## src/rtl/bcd_conversion_scheduler.sv

```systemverilog
// Round-robin scheduler sharing one shift-add-3 binary-to-BCD engine.
// Define BCD_SATURATE_EN to saturate overflowing results to all nines.
module bcd_conversion_scheduler #(
    parameter int NUM_REQ = 3,
    parameter int BIN_W   = 16,
    parameter int DIGITS  = 4
) (
    input  logic                     clk,
    input  logic                     reset,
    input  logic [NUM_REQ-1:0]       req,
    input  logic [NUM_REQ*BIN_W-1:0] req_data,
    output logic [NUM_REQ-1:0]       grant,
    output logic [NUM_REQ-1:0]       rsp_valid,
    output logic [4*DIGITS-1:0]      rsp_bcd,
    output logic                     rsp_ovf,
    output logic                     busy
);

    localparam int INT_DIG = (3*BIN_W+9)/10 + 1;
    localparam int ACC_W   = 4*INT_DIG;
    localparam int OUT_W   = 4*DIGITS;
    localparam int IDX_W   = (NUM_REQ > 1) ? $clog2(NUM_REQ) : 1;
    localparam int CNT_W   = $clog2(BIN_W+1);

    localparam logic [IDX_W-1:0] LAST_IDX = IDX_W'(NUM_REQ-1);
    localparam logic [CNT_W-1:0] CNT_LAST = CNT_W'(BIN_W-1);

    typedef enum logic [1:0] {
        IDLE,
        SHIFT,
        DONE
    } state_t;

    state_t state_q;
    state_t state_d;

    logic [IDX_W-1:0]       rr_ptr;
    logic [IDX_W-1:0]       owner;
    logic [IDX_W-1:0]       sel;
    logic                   found;
    int                     arb_j;
    logic [BIN_W-1:0]       operand;
    logic [ACC_W-1:0]       acc;
    logic [ACC_W-1:0]       acc_adj;
    logic [ACC_W-1:0]       acc_sh;
    logic [BIN_W-1:0]       sreg;
    logic [BIN_W-1:0]       sreg_sh;
    logic [ACC_W+BIN_W-1:0] shifted;
    logic [CNT_W-1:0]       cnt;
    logic                   last_bit;
    logic [OUT_W-1:0]       bcd_raw;
    logic [OUT_W-1:0]       bcd_d;
    logic                   ovf_d;

    // First requester at or after rr_ptr, wrapping once.
    always_comb begin
        found = 1'b0;
        sel   = '0;
        arb_j = 0;
        for (int i = 0; i < NUM_REQ; i++) begin
            arb_j = int'(rr_ptr) + i;
            if (arb_j >= NUM_REQ) begin
                arb_j = arb_j - NUM_REQ;
            end
            if (!found && req[arb_j]) begin
                found = 1'b1;
                sel   = IDX_W'(arb_j);
            end
        end
    end

    assign operand = req_data[sel*BIN_W +: BIN_W];

    always_comb begin
        acc_adj = acc;
        for (int d = 0; d < INT_DIG; d++) begin
            if (acc[4*d +: 4] >= 4'd5) begin
                acc_adj[4*d +: 4] = acc[4*d +: 4] + 4'd3;
            end
        end
    end

    assign shifted  = {acc_adj, sreg} << 1;
    assign acc_sh   = shifted[ACC_W+BIN_W-1:BIN_W];
    assign sreg_sh  = shifted[BIN_W-1:0];
    assign last_bit = (cnt == CNT_LAST);
    assign bcd_raw  = OUT_W'(acc_sh);

    generate
        if (INT_DIG > DIGITS) begin : g_hi
            assign ovf_d = |acc_sh[ACC_W-1:OUT_W];
        end else begin : g_nohi
            assign ovf_d = 1'b0;
        end
    endgenerate

`ifdef BCD_SATURATE_EN
    assign bcd_d = ovf_d ? {DIGITS{4'h9}} : bcd_raw;
`else
    assign bcd_d = bcd_raw;
`endif

    always_ff @(posedge clk) begin
        if (!reset) begin
            state_q <= IDLE;
        end else begin
            state_q <= state_d;
        end
    end

    always_comb begin
        state_d   = state_q;
        grant     = '0;
        rsp_valid = '0;
        busy      = 1'b0;
        unique case (state_q)
            IDLE: begin
                if (found) begin
                    state_d    = SHIFT;
                    grant[sel] = reset;
                end
            end
            SHIFT: begin
                busy = 1'b1;
                if (last_bit) begin
                    state_d = DONE;
                end
            end
            DONE: begin
                busy             = 1'b1;
                rsp_valid[owner] = reset;
                state_d          = IDLE;
            end
            default: begin
                state_d = IDLE;
            end
        endcase
    end

    // Result registers load on the edge into DONE so they line up with rsp_valid.
    always_ff @(posedge clk) begin
        if (!reset) begin
            rr_ptr  <= '0;
            owner   <= '0;
            acc     <= '0;
            sreg    <= '0;
            cnt     <= '0;
            rsp_bcd <= '0;
            rsp_ovf <= 1'b0;
        end else begin
            unique case (state_q)
                IDLE: begin
                    if (found) begin
                        owner  <= sel;
                        sreg   <= operand;
                        acc    <= '0;
                        cnt    <= '0;
                        rr_ptr <= (sel == LAST_IDX) ? '0 : sel + 1'b1;
                    end
                end
                SHIFT: begin
                    acc  <= acc_sh;
                    sreg <= sreg_sh;
                    cnt  <= cnt + 1'b1;
                    if (last_bit) begin
                        rsp_bcd <= bcd_d;
                        rsp_ovf <= ovf_d;
                    end
                end
                default: begin
                end
            endcase
        end
    end

endmodule

```

## config.mk

```make
export PLATFORM = sky130hd
export DESIGN_NAME = bcd_conversion_scheduler
export DESIGN_NICKNAME = d
export VERILOG_FILES = /design/src/rtl/bcd_conversion_scheduler.sv
export SDC_FILE = /design/constraint.sdc
export NUM_CORES = 1
export LEC_CHECK = 0
export CAP_MARGIN = 20
export CORE_UTILIZATION = 35
export DETAILED_ROUTE_END_ITERATION = 8
export GPL_ROUTABILITY_DRIVEN = 0
export SLEW_MARGIN = 20
export SYNTH_ARGS = -nofsm -noshare
export SYNTH_HDL_FRONTEND = slang
export SYNTH_SLANG_ARGS = --single-unit
```

## constraint.sdc

```tcl
create_clock -name clk -period 2.9 [get_ports clk]
set_input_delay 0.29 -clock clk [delete_from_list [all_inputs] [get_ports clk]]
set_output_delay 0.29 -clock clk [all_outputs]
set_load 0.02 [all_outputs]
```

# Word level (Yosys, flattened, before mapping)
# Index checks and enable logic that the tools add are counted.
# totals
ff_bits	68
in_bits	53
output_inout_bits	24
wordCells	102
# classes
n_addsub	13
n_lt_le_gt_ge	16
eq_ne	6
shifts	1
muxes	42
bitwise	2
reduce_logical	14
# op_table
op	count
less-than comparator 32 x 4 -> 1 bit (second input constant)	3
2-to-1 mux 32 bit	3
one-hot mux 24 bit (2 select lines)	1
variable part select 48 x 7 -> 16 bit	1
one-hot mux 16 bit (2 select lines)	1
greater-or-equal comparator 4 x 3 -> 1 bit (second input constant)	6
2-to-1 mux 24 bit	1
adder 4 x 2 -> 4 bit (second input constant)	5
2-to-1 mux 4 bit	5
2-to-1 mux 16 bit	1
2-to-1 mux 1 bit	12
2-to-1 mux 2 bit	6
2-to-1 mux 3 bit	4
one-hot mux 5 bit (2 select lines)	1
AND reduction 2 bit	4
OR reduction 8 bit	1
subtractor 3 x 2 -> 4 bit (second input constant)	2
bitwise AND 3 bit	2
binary-select mux 1 bit (select 2 bit)	3
greater-or-equal comparator 3 x 2 -> 1 bit (second input constant)	2
less-than comparator 2 x 3 -> 1 bit (second input constant)	2
adder 5 x 1 -> 5 bit (second input constant)	1
equality test 5 x 4 -> 1 bit (second input constant)	1
2-to-1 mux 5 bit	1
other kinds (17)	25

# Logic depth before layout (Yosys ltp)
# Gate-level depths: netlist (run 1).
# depth
depth_word	19
depth_mapped	11
mapped_depth_nobuf	8

# Worst setup path before layout (run 1)
# OpenSTA, ideal clock, no wires.
# synth_path
kind	reg-to-output
from	reg rr_ptr[1]
to	out grant[2]
arrival_time_ns	2.179
t_required_ns	2.610
slack_ns	0.431
path_stages_with_launch	9
path_buffers	1
cell_sequence	dfxtp_1 > inv_1 > ha_1 > mux2i_1 > o21ai_2 > nor4_1 > a21oi_2 > buf_2 > nor3_1
# synth_via
elab_chain_len	19
word_cells_on_any_way	38
cone_classes	add/sub (5); order compare (5); mux (22); bitwise (1); reduce/logical (5)
# synth_lines
item	line	source
start, declared	37	logic [IDX_W-1:0] rr_ptr;
start signal, assigned	158	rr_ptr <= (sel == LAST_IDX) ? '0 : sel + 1'b1;
branches (longest 17 deep; another with subtractor 3 x 2 -> 4 bit)	n/a	
2-to-1 mux 3 bit (*)	118	if (found) begin
2-to-1 mux 3 bit (*)	116	unique case (state_q)
end, declared	12	output logic [NUM_REQ-1:0] grant,
# Mark *: on every way between the ends. The select of a mux whose other input is x is not followed.

# Final worst setup path (run 1)
# Ends and elaborated chain as after synthesis.

==> flow_metrics.env, run 1 <==
export IMPL_reg2reg_slack_ns=0.26
export IMPL_synth_area_per_cell_um2=8.46
export IMPL_period_share_pct=93.7
export IMPL_viasPerCell=5.24
export IMPL_drt_iter0_markers=142
export IMPL_async_reset_ff_share_pct=0
export IMPL_worstPathArrival_ns=2.43
export IMPL_status="finished, final reports clean"
export IMPL_synth_cell_area_um2=3890
export IMPL_final_common_cell="clkdlybuf4s50_1"
export IMPL_drtPass1Iterations=4
export IMPL_antenna_cells=0
export IMPL_yosysUniqueCellTypes=48
export IMPL_crit_chain="inv_1, ha_2, mux2i_2, o21ai_2, nor4_2, a21oi_2, nor3_1, clkbuf_2"
export IMPL_cpMaxStageDelayCell="nor4_2"
export IMPL_cp_start_kind="register"
export IMPL_wire_per_inst_um=13.8
export IMPL_ant_nets=0
export IMPL_r2r_start="rr_ptr[0]"
export IMPL_cts_sinks=68
export IMPL_multi_input_area_um2=2320
export IMPL_layout_common_cells="clkdlybuf4s50_1 (73), dfxtp_1 (68), a21oi_1 (45)"
export IMPL_fmaxAchievable_mhz=368
export IMPL_grt_pass1_wl_mm=15.9
export IMPL_drive_gt1_share_pct=13.8
export IMPL_grt_max_degree=53
export IMPL_cts_buffer_depth=2
export IMPL_path_clk_slew_ns=0.08
export IMPL_seq_area_frac_synth_pct=35.0
export IMPL_synth_edf_count=0
export IMPL_min_path_type="register to register"
export IMPL_maxCapViolCount=0
export IMPL_io_pins=77
export IMPL_leakage_nw=1.78
export IMPL_min_to="rsp_bcd[10]"
export IMPL_cpPeakStageDelay_ns=0.39
export IMPL_critical_path_class="register to primary output"
export IMPL_r2r_end="sreg[3]"
export IMPL_utilization_pct=46.5
export IMPL_worst_slack_ns=0.183
export IMPL_preCtsSetupSlack_ns=-0.0652
export IMPL_grt_overflow_total=0
export IMPL_r2r_cells=10
export IMPL_slew_violations=0
export IMPL_drc=0
export IMPL_grt_pass1_vias=3482
export IMPL_fin_skew_ns=0.0106
export IMPL_combinationalPowerShare_pct=50.6
export IMPL_holdPathStages=2
export IMPL_die_h_um=107
export IMPL_die_x_um=107
export IMPL_finalPower_w=0.00396
export IMPL_worstPathMaxFanout=7
export IMPL_nFillCells=1105
export IMPL_swShare_pct=39.4
export IMPL_finalHoldViolCount=0
export IMPL_irDropWorstVdd_mv=0.612
export IMPL_area_delta_synth_final_pct=29.3
export IMPL_drt_wl_total_mm=9.38
export IMPL_period_needed_ns=2.72
export IMPL_vias=3550
export IMPL_slew_headroom_pct=56.5
export IMPL_p_switching_w=0.00156
export IMPL_clock_root_buffer="clkbuf_8"
export IMPL_rows=38
export IMPL_worst_slew_pin_slew_ns=0.648
export IMPL_dpl_hpwl_mm=6.91
export IMPL_p_int_w=0.00240
export IMPL_io_buffers=76
export IMPL_numCtsBuffers=9
export IMPL_final_nets=608
export IMPL_htreeDepth=3
export IMPL_insertion_delay_ns=0.34
export IMPL_hp_start="rsp_bcd[10]"
export IMPL_core_um2=10800
export IMPL_start_util_pct=35.9
export IMPL_setup_viol=0
export IMPL_grtUsageTotal_pct=17.1
export IMPL_seqPwrFrac_pct=27.9
export IMPL_ff_latch_area_um2=1360
export IMPL_power_frac_clock_pct=21.5
export IMPL_rsz0062_at_grt="no"
export IMPL_endpoint_kind="primary output"
export IMPL_die_area_um2=11600
export IMPL_syn_inst=460
export IMPL_p_per_area_nw_per_um2=787
export IMPL_synth_seq_cells=68
export IMPL_ys_warn_count=0
export IMPL_cp_required_ns=2.61
export IMPL_synth_ff_type="dfxtp_1"
export IMPL_cts_tree="yes"
export IMPL_antenna_found_initial=0
export IMPL_synthesis_nets=534
flip-flops by register name, summed over array words and instances, names as in the netlist:
register  count
cnt           5
owner         2
sreg         16
state_q       2
rsp_ovf       1
rr_ptr        2
acc          24
rsp_bcd      16
worst max-delay path, delay by kind of cell, from the launching register on:
| kind | cells | cell delay, ns |
|---|---|---|
| AO/OA/AOI/OAI | 2 | 0.25 |
| adder cells (fa/ha/maj) | 1 | 0.26 |
| buffers and inverters | 2 | 0.31 |
| flip-flops | 1 | 0.34 |
| multiplexers | 1 | 0.29 |
| AND/OR/NAND/NOR | 2 | 0.63 |
through the flow:
step	hold WS (ns)	setup TNS (ns)	cells	cell area (µm²)
2_1_floorplan	0.440	0	460	3890
3_3_place_gp	0.449	0	663	4800
3_5_place_dp	0.450	-0.0652	663	4800
4_1_cts	0.461	0	678	5020
5_1_grt	0.479	0	678	5040
6_report	0.456	0	678	5040
routing by layer:
metal	track usage, %	part of all wire, %	vias to the layer above	routed length [µm]
li1	-	-	1818	-
met1	20.5	45	1632	4260
met2	29.6	48	86	4470
met3	4.24	5.2	14	492
met4	5.97	1.7	0	161
met5	0	0	-	0
cell families (layout without fill, tap and decap cells):
family | after synthesis | count (layout) | synth area share [%]
buf+inv | 52 | 130 | 6.49
simple gates | 141 | 141 | 20.7
flops | 68 | 68 | 35.0
compound gates | 163 | 163 | 27.4
xor+xnor | 6 | 6 | 1.35
mux | 9 | 9 | 2.31
fa+ha+maj | 21 | 21 | 6.75
power groups by stage:
stage	combinational (W)	sequential (W)	clock (W)
2_1_floorplan	0.00151	0.00111	0
3_3_place_gp	0.00194	0.00112	0
3_5_place_dp	0.00196	0.00113	0
4_1_cts	0.00197	0.00111	0.000871
5_1_grt	0.00220	0.00112	0.000914
6_report	0.00200	0.00111	0.000852
what timing repair did:
| item | CTS | global route |
|---|---|---|
| buffers inserted | 0 | 0 |
| setup endpoints to repair | 3 | 3 |
| hold buffers | 0 | 0 |
| cloned | 0 | 0 |
| resized for setup | 7 | 10 |
how the worst max path moves through the flow:
stage / slack [ns] / endpoint / start / cells past startpoint
finish: 0.18 / grant[2] / rr_ptr[1] / 8
global route: 0.01 / grant[2] / rr_ptr[1] / 8
CTS: 0.004 / grant[2] / rr_ptr[1] / 8
detailed placement: -0.07 / grant[2] / req[1] / 7
global placement: 0.06 / grant[2] / req[1] / 7
floorplan: 0.43 / grant[2] / rr_ptr[1] / 8
cells in the mapped netlist, drive strengths merged (2+ instances only):
library cell,count,share of area (%)
dfxtp,68,35
a21oi,46,6.0
o21ai,38,5.0
nand2,36,3.7
nor2,32,3.1
a22oi,29,5.6
inv,23,2.2
a211oi,21,5.3
ha,21,6.7
and3,18,4.4
o22ai,18,3.1
buf,15,2.9
clkbuf,14,1.3
nor3b,14,2.7
mux2i,9,2.3
nand2b,9,1.4
nor3,7,0.90
nand3,6,0.77
xnor2,6,1.3
nand4,5,0.80
a2bb2oi,4,0.90
nor4,4,1.2
or3,3,0.48
a21o,2,0.39
a31o,2,0.45
and2,2,0.32
final cells by class:
cell class,count,share of cell area (%)
Multi-Input combinational cell,340,46.1
Sequential cell,68,27.0
Timing Repair Buffer,92,17.4
Tap cell,140,3.48
Clock buffer,11,2.81
Inverter,23,1.71
Clock inverter,4,1.47
(Power assumes the default switching activity.)
==> run 2: changes to the inputs <==
==> constraint.sdc (replaced) <==
create_clock -name clk -period 2.8 [get_ports clk]
set_input_delay 0.28 -clock clk [delete_from_list [all_inputs] [get_ports clk]]
set_output_delay 0.28 -clock clk [all_outputs]
set_load 0.02 [all_outputs]
==> flow_metrics.env, run 2 (synthesis results as in run 1) <==
export IMPL_setup_viol=0
export IMPL_drtPass1Iterations=4
export IMPL_cpPeakStageDelay_ns=0.40
export IMPL_clock_root_buffer="clkbuf_8"
export IMPL_cts_sinks=68
export IMPL_final_common_cell="clkdlybuf4s50_1"
export IMPL_min_path_type="register to register"
export IMPL_grt_pass1_vias=3489
export IMPL_cp_required_ns=2.52
export IMPL_cts_buffer_depth=2
export IMPL_cp_start_kind="register"
export IMPL_period_share_pct=94.9
export IMPL_ant_nets=0
export IMPL_cts_tree="yes"
export IMPL_dpl_hpwl_mm=6.83
export IMPL_core_um2=10800
export IMPL_crit_chain="inv_1, ha_1, mux2i_1, o21ai_2, nor4_2, a21oi_2, nor3_1, clkbuf_2"
export IMPL_antenna_cells=0
export IMPL_reg_top3="acc (24), rsp_bcd (16), sreg (16)"
export IMPL_viasPerCell=5.25
export IMPL_numCtsBuffers=9
export IMPL_io_pins=77
export IMPL_layout_common_cells="clkdlybuf4s50_1 (73), dfxtp_1 (68), a21oi_1 (45)"
export IMPL_drt_iter0_markers=107
export IMPL_slew_headroom_pct=54.6
export IMPL_drc=0
export IMPL_endpoint_kind="primary output"
export IMPL_worstPathMaxFanout=4
export IMPL_worstPathArrival_ns=2.38
export IMPL_multi_input_area_um2=2310
export IMPL_path_clk_slew_ns=0.09
export IMPL_r2r_cells=8
export IMPL_fmaxAchievable_mhz=376
export IMPL_start_util_pct=35.9
export IMPL_grt_pass1_wl_mm=16.0
export IMPL_top_register="acc"
export IMPL_insertion_delay_ns=0.36
export IMPL_status="finished, final reports clean"
export IMPL_rows=38
export IMPL_critical_path_class="register to primary output"
export IMPL_p_per_area_nw_per_um2=813
export IMPL_irDropWorstVdd_mv=0.723
export IMPL_io_buffers=76
export IMPL_die_x_um=107
export IMPL_antenna_found_initial=0
export IMPL_finalHoldViolCount=0
export IMPL_grt_max_degree=53
export IMPL_slew_violations=0
export IMPL_worst_slew_pin_slew_ns=0.676
export IMPL_grtUsageTotal_pct=17.4
export IMPL_final_nets=612
export IMPL_drt_wl_total_mm=9.43
export IMPL_fin_skew_ns=0.0159
export IMPL_die_h_um=107
export IMPL_grt_overflow_total=0
export IMPL_setup_tns_ns=0
export IMPL_period_needed_ns=2.66
export IMPL_rsz0062_at_grt="no"
export IMPL_nFillCells=1076
export IMPL_wire_per_inst_um=13.8
export IMPL_fin_hold_ws_ns=0.458
export IMPL_leakage_nw=1.79
export IMPL_ff_latch_area_um2=1360
export IMPL_largest_register_ff_count=24
export IMPL_die_area_um2=11600
export IMPL_cpMaxStageDelayCell="dfxtp_1"
export IMPL_holdPathStages=2
export IMPL_htreeDepth=3
export IMPL_maxCapViolCount=0
export IMPL_drive_gt1_share_pct=14.5
export IMPL_area_delta_synth_final_pct=29.9
export IMPL_vias=3589
-- run 2: cell types whose count changed in the layout (fill, tap and decap cells not counted) --
cell,delta
nor4b_1,+1
buf_4,+3
clkbuf_8,-1
buf_12,+1
clkinv_4,+2
clkinv_2,+1
inv_6,+1
bufinv_16,-1
nor4b_2,-1
clkbuf_1,-1
-- run 2: area by class of cell --
cell class                      instances  share of cell area, %
Tap cell                              140                   3.46
Clock inverter                          7                   1.48
Inverter                               23                   1.71
Sequential cell                        68                   26.9
Timing Repair Buffer                   96                   18.2
Clock buffer                            9                   2.45
Multi-Input combinational cell        340                   45.8
-- run 2: stage by stage --
stage	instance area (µm²)	setup WS [ns]	power (W)	cells	util (%)
floorplan	3890	0.341	0.00271	460	-
global placement	4830	0.0124	0.00322	666	44.6
detailed placement	4830	-0.0824	0.00326	666	44.6
CTS	5050	0.0000309	0.00411	682	46.6
global route	5060	0.00169	0.00441	683	46.6
finish	5060	0.143	0.00411	683	46.6
-- run 2: path summary, 6_finish.rpt --
path / to / slack (ns) / from
worst max-delay path: grant[2] / 0.14 / rr_ptr[1]
worst min-delay path: rsp_bcd[10] / 0.46 / rsp_bcd[10]
worst max register to register: sreg[3] / 0.24 / rr_ptr[1]
worst min register to register: rsp_bcd[10] / 0.46 / rsp_bcd[10]
-- run 2: worst max-delay path, delay by kind of cell, from the launching register on --
kind / cells / cell delay (ns)
AND/OR/NAND/NOR: 2 / 0.65
flip-flops: 1 / 0.40
buffers and inverters: 2 / 0.31
multiplexers: 1 / 0.25
adder cells (fa/ha/maj): 1 / 0.22
AO/OA/AOI/OAI: 2 / 0.20
-- run 2: layer usage --
layer / vias to the layer above / track usage, % / wire (µm)
li1: 1833 / - / -
met1: 1641 / 21.1 / 4280
met2: 105 / 28.3 / 4330
met3: 10 / 5.21 / 655
met4: 0 / 7.73 / 158
met5: - / 0 / 0
-- run 2: what timing repair did --
action,4_1_cts,5_1_grt
setup endpoints to repair,3,3
hold endpoints to repair,0,0
setup buffers,0,1
hold buffers,0,0
pin swaps,0,1
gates resized for setup,8,8
-- run 2: power by group --
| part | internal, W | total (W) | switching [W] | leakage, nW |
|---|---|---|---|---|
| clock network | 0.000416 | 0.000825 | 0.000410 | 0.104 |
| logic | 0.000941 | 0.00214 | 0.00120 | 1.14 |
| registers | 0.00107 | 0.00114 | 0.0000672 | 0.551 |
| total | 0.00243 | 0.00411 | 0.00168 | 1.79 |
